File: src/rtl/stalta_trigger_ctrl_pkg.sv
// Shared types and constants for the STA/LTA trigger controller.
package stalta_trigger_ctrl_pkg;

  typedef enum logic [1:0] {
    ST_WARMUP    = 2'd0,
    ST_ARMED     = 2'd1,
    ST_TRIGGERED = 2'd2,
    ST_HOLDOFF   = 2'd3
  } state_t;

  localparam int FRAC_W = 4;   // Q4.4 threshold fraction bits
  localparam int CMP_W  = 40;  // ratio compare width
  localparam int MAG_W  = 17;  // rectified sample width

endpackage

File: src/rtl/stalta_trigger_ctrl_window_sum.sv
// Running magnitude sum over one window; adds the entering tap, drops the leaving tap.
// STALTA_ABS_EN: treat taps as signed and rectify; otherwise taps are unsigned magnitudes.
module window_sum
  import stalta_trigger_ctrl_pkg::*;
#(
  parameter int SIZE = 15
) (
  input  logic                              clock,
  input  logic                              reset,
  input  logic [15:0]                       entering,
  input  logic [15:0]                       leaving,
  output logic [MAG_W+$clog2(SIZE+1)-1:0]   sum
);

  localparam int SUM_W = MAG_W + $clog2(SIZE + 1);

`ifdef STALTA_ABS_EN
  // Sign-extend to 17 bits before negating so -32768 rectifies to +32768.
  function automatic logic [MAG_W-1:0] mag(input logic [15:0] x);
    logic [MAG_W-1:0] ext;
    ext = {x[15], x};
    mag = x[15] ? (~ext + MAG_W'(1)) : ext;
  endfunction
`else
  function automatic logic [MAG_W-1:0] mag(input logic [15:0] x);
    mag = {1'b0, x};
  endfunction
`endif

  // Zero-filled buffer keeps the sum exact, so modular arithmetic never wraps in practice.
  always_ff @(posedge clock) begin
    if (reset) begin
      sum <= '0;
    end else begin
      sum <= sum + SUM_W'(mag(entering)) - SUM_W'(mag(leaving));
    end
  end

endmodule

File: src/rtl/stalta_trigger_ctrl.sv
// STA/LTA event trigger: ratio compare on registered window sums driving a hysteretic FSM with hold-off.
//
// state        | meaning
// ST_WARMUP    | buffer still filling, no detection
// ST_ARMED     | waiting for enable && ratio above onThresh
// ST_TRIGGERED | event in progress, counting its length
// ST_HOLDOFF   | dead time, down-counter loaded from holdoff
module stalta_trigger_ctrl
  import stalta_trigger_ctrl_pkg::*;
#(
  parameter int shortSize = 15,
  parameter int longSize  = 31
) (
  input  logic        clock,
  input  logic        reset,
  input  logic [15:0] firstShort,
  input  logic [15:0] lastShort,
  input  logic [15:0] firstLong,
  input  logic [15:0] lastLong,
  input  logic        initDone,
  input  logic        enable,
  input  logic [7:0]  onThresh,
  input  logic [7:0]  offThresh,
  input  logic [15:0] holdoff,
  output logic        trigger,
  output logic        triggerStart,
  output logic        eventDone,
  output logic [15:0] eventLength,
  output logic [1:0]  state
);

  localparam int SHORT_W = MAG_W + $clog2(shortSize + 1);
  localparam int LONG_W  = MAG_W + $clog2(longSize + 1);

  logic [SHORT_W-1:0] short_sum;
  logic [LONG_W-1:0]  long_sum;

  window_sum #(.SIZE(shortSize)) u_short_sum (
    .clock    (clock),
    .reset    (reset),
    .entering (firstShort),
    .leaving  (lastShort),
    .sum      (short_sum)
  );

  window_sum #(.SIZE(longSize)) u_long_sum (
    .clock    (clock),
    .reset    (reset),
    .entering (firstLong),
    .leaving  (lastLong),
    .sum      (long_sum)
  );

  logic [CMP_W-1:0] lhs, rhs_on, rhs_off;
  logic             on_hit, off_hit;

  // Cross-multiplied ratio test avoids a divider: short/shortSize vs thresh * long/longSize.
  always_comb begin
    lhs     = (CMP_W'(short_sum) * CMP_W'(longSize)) << FRAC_W;
    rhs_on  = CMP_W'(long_sum) * CMP_W'(shortSize) * CMP_W'(onThresh);
    rhs_off = CMP_W'(long_sum) * CMP_W'(shortSize) * CMP_W'(offThresh);
    on_hit  = (long_sum == '0) ? (short_sum != '0) : (lhs > rhs_on);
    off_hit = lhs < rhs_off;
  end

  state_t      state_q, state_d;
  logic [15:0] hold_cnt;
  logic [15:0] ev_cnt, ev_inc;
  logic        start_d, done_d;

  always_comb begin
    state_d = state_q;
    case (state_q)
      ST_WARMUP:    if (initDone) state_d = ST_ARMED;
      ST_ARMED:     if (enable && on_hit) state_d = ST_TRIGGERED;
      ST_TRIGGERED: if (off_hit) state_d = ST_HOLDOFF;
      ST_HOLDOFF:   if (hold_cnt == '0) state_d = ST_ARMED;
      default:      state_d = ST_WARMUP;
    endcase
    start_d = (state_q != ST_TRIGGERED) && (state_d == ST_TRIGGERED);
    done_d  = (state_q == ST_TRIGGERED) && (state_d != ST_TRIGGERED);
    ev_inc  = (ev_cnt == 16'hFFFF) ? ev_cnt : ev_cnt + 16'd1;
  end

  always_ff @(posedge clock) begin
    if (reset) begin
      state_q      <= ST_WARMUP;
      trigger      <= 1'b0;
      triggerStart <= 1'b0;
      eventDone    <= 1'b0;
      eventLength  <= '0;
      ev_cnt       <= '0;
      hold_cnt     <= '0;
    end else begin
      state_q      <= state_d;
      trigger      <= (state_d == ST_TRIGGERED);
      triggerStart <= start_d;
      eventDone    <= done_d;
      if (start_d) begin
        ev_cnt <= '0;
      end else if (state_q == ST_TRIGGERED) begin
        ev_cnt <= ev_inc;
      end
      // Exit edge still counts as a TRIGGERED cycle, hence ev_inc.
      if (done_d) begin
        eventLength <= ev_inc;
        hold_cnt    <= holdoff;
      end else if (state_q == ST_HOLDOFF && hold_cnt != '0) begin
        hold_cnt <= hold_cnt - 16'd1;
      end
    end
  end

  assign state = state_q;

endmodule

File: config.mk
export PLATFORM = sky130hd
export DESIGN_NAME = stalta_trigger_ctrl
export DESIGN_NICKNAME = d
export VERILOG_FILES = /design/src/rtl/stalta_trigger_ctrl_pkg.sv /design/src/rtl/stalta_trigger_ctrl_window_sum.sv /design/src/rtl/stalta_trigger_ctrl.sv
export SDC_FILE = /design/constraint.sdc
export NUM_CORES = 2
export LEC_CHECK = 0
export ABC_AREA = 1
export CORE_UTILIZATION = 60
export CTS_CLUSTER_DIAMETER = 80
export DETAILED_ROUTE_END_ITERATION = 7
export PLACE_DENSITY = 0.79
export SYNTH_ARGS = -nofsm -noshare
export SYNTH_HDL_FRONTEND = slang
export SYNTH_SLANG_ARGS = --single-unit
File: constraint.sdc
create_clock -name clock -period 11.45 [get_ports clock]
set_input_delay 2.29 -clock clock [delete_from_list [all_inputs] [get_ports clock]]
set_output_delay 2.29 -clock clock [all_outputs]
set_load 0.02 [all_outputs]
==> flow_metrics.tcl <==
set metrics [dict create \
    r2r_setup_slack_ns 1.54 \
    drv_cap 0 \
    routed_wirelength_um 66100 \
    cts_buffers 9 \
    first_pass_iters 8 \
    worstSetupStartpoint "u_long_sum.sum[0]" \
    grt_max_degree 52 \
    crit_fanout 19 \
    fmax_mhz 101 \
    ys_seq_elements 96 \
    synth-edff-count 0 \
    synth-xor-area-share_pct 3.71 \
    path_common_cell "nand2_1" \
    syn-instance-count 3493 \
    num_vias 22400 \
    vias_per_cell 5.46 \
    cts.clk_slew.worst_paths_ns 0.08 \
    critPathArrivalTime_ns 10.16 \
    synth_warnings 0 \
    drcViolationCount 0 \
    synthArstFlopShare_pct 0 \
    die_y_um 209 \
    r2r-end "ev_cnt[4]" \
    hold_viol 0 \
    synth.net_count 4298 \
    cts_tree "built" \
    cts-resized-gates 0 \
    fin_tns_setup_ns 0 \
    hold_path_depth 2 \
    synthesis.area_um2 25800 \
    syn_to_final_growth_pct 7.58 \
    final_common_cell "inv_1" \
    required_ns 11.70 \
    root_buffer "clkbuf_16" \
    status "finished clean" \
    hpwl_um 56000 \
    placed_area_um2 27400 \
    crit_type "flip-flop to flip-flop" \
    setup_violations 0 \
    crit_path_max_incr_delay_ns 0.76 \
    layout_common_cells "inv_1 (762), nand2_1 (653), nor2_1 (441)" \
    start_util_pct 61.1 \
    hold_path.class "flip-flop to flip-flop" \
    yosys_most_used_dff "dfxtp_1" \
    synth-compound-area-share_pct 9.00 \
    start_kind "flip-flop" \
    period_share_pct 86.6 \
    place.gp.congestion 0.948 \
    nFillCells 3642 \
    track_usage_pct 32.1 \
    reg2reg_depth 42 \
    drt_iter0_drc 1681 \
    muxShareOfSynthArea_pct 0 \
    yosysTopAreaCell "fa_1" \
    synth_cell_types 51 \
    clock-sinks 96 \
    ant_nets 0 \
    hold_end "eventLength[5]" \
    r2r-start "u_long_sum.sum[0]" \
    avgSynthCellArea_um2 7.37 \
    clockBufferDepth 2 \
    period_minus_slack_ns 9.91 \
    hold_buffers 0 \
    skew_ns 0.0145 \
    grt-ovfl-total 0 \
    setup_ws_ns 1.54 \
    yosysTopAreaCellShare_pct 32.4 \
    synth_fa_ha_area_share_pct 46.4 \
    wl_per_cell_um 16.1 \
    grt_pass1_wl_um 112000 \
    io_pins 121 \
    port_buffers 120 \
    synth_area_leaders "fa_1 (32%), ha_1 (14%), inv_1 (11%), nand2_1 (9.5%), dfxtp_1 (7.5%)" \
    rsz0062_at_grt "false" \
    relSlewSlack_pct 20.9 \
    finalInstanceArea_um2 27700 \
    die_w_um 209 \
    grt_pass1_vias 23000 \
    cts_max_level 3 \
    synth_top_family_by_area "adder cells" \
    synthSimpleGateAreaFrac_pct 20.9 \
    drive_gt1_share_pct 2.10 \
    post_cts_buffers 0 \
    clk_latency_ns 0.39 \
    slowest_stage "dfxtp_1" \
    min_from "eventLength[5]" \
    place_ws_ns 1.55 \
    worst_pin_slew_ns 1.18 \
    endpoint_kind "flip-flop" \
    rows 75 \
    coreArea_um2 42100 \
    antenna_found_initial 1 \
    maxSlewViolCount 0 \
    ys_seq_area_share_pct 7.46 \
    die-area_um2 43800 \
    layout.nets 4366 \
]
==> sequential cells by signal, summed over array words and instances (netlist names) <==
| name | flops |
|---|---|
| triggerStart | 1 |
| trigger | 1 |
| hold_cnt | 16 |
| u_short_sum.sum | 21 |
| eventDone | 1 |
| state | 2 |
| eventLength | 16 |
| u_long_sum.sum | 22 |
| ev_cnt | 16 |
==> Yosys cell counts (5+ instances only) <==
library cell / n
inv_1: 762
nand2_1: 653
nor2_1: 442
fa_1: 417
ha_1: 288
a21oi_1: 237
nand3_1: 119
dfxtp_1: 96
o21ai_0: 85
xor2_1: 66
clkbuf_1: 65
xnor2_1: 43
nor3_1: 27
nand4_1: 22
or2_2: 16
o21a_1: 15
o21bai_1: 13
a21o_1: 12
a31oi_1: 12
buf_2: 10
nor4_1: 10
a21boi_0: 8
nand3b_1: 7
nand2_2: 6
a211oi_1: 5
a31o_2: 5
o21ai_1: 5
==> metal layers <==
layer | vias to the layer above | track usage, % | share of wire, %
li1 | 10800 | - | -
met4 | 0 | 14.3 | 4.5
met1 | 10600 | 41.1 | 42
met3 | 185 | 5.34 | 7.6
met5 | - | 0 | 0
met2 | 896 | 53.3 | 46
==> worst max path at each step <==
stage	to	cells after the start	slack, ns
2_1_floorplan	ev_cnt[10]	48	3.40
3_3_place_gp	eventLength[1]	32	1.65
3_5_place_dp	eventLength[2]	32	1.55
4_1_cts	ev_cnt[4]	42	1.58
5_1_grt	hold_cnt[6]	41	0.58
6_report	ev_cnt[4]	42	1.54
==> area by class of cell <==
type	instances	area, um^2	area share, %
Inverter	766	2880	10.4
Timing Repair Buffer	138	1330	4.80
Tap cell	539	674	2.43
Clock inverter	7	72.6	0.262
Antenna cell	1	2.50	0.00903
Multi-Input combinational cell	2550	20600	74.4
Clock buffer	9	225	0.813
Sequential cell	96	1920	6.94
==> worst max-delay path, delay by kind of cell, from the launching register on <==
| kind | cells | cell delay [ns] |
|---|---|---|
| xor gates and xnor gates | 2 | 0.58 |
| AOI/OAI and AO/OA | 2 | 0.27 |
| buffers and inverters | 7 | 0.65 |
| and+or+nand+nor | 22 | 3.19 |
| DFF | 1 | 0.76 |
| adders and majority gates | 9 | 4.30 |
==> cells by family after synthesis <==
family          count (synthesis)
fa+ha+maj                     705
simple gates                 1319
xor+xnor                      109
flops                          96
buf+inv                       847
compound gates                417
==> per-stage QoR <==
step	util, %	instances	hold slack [ns]
finish	65.8	4106	0.468
detailed placement	65.0	4089	0.456
CTS	65.8	4105	0.470
floorplan	-	3493	0.461
global route	65.8	4105	0.496
global placement	65.0	4089	0.455
Power is left out: the tool's default activity adds up to more than one toggle a clock period on the data nets, which glitch-free logic cannot reach.
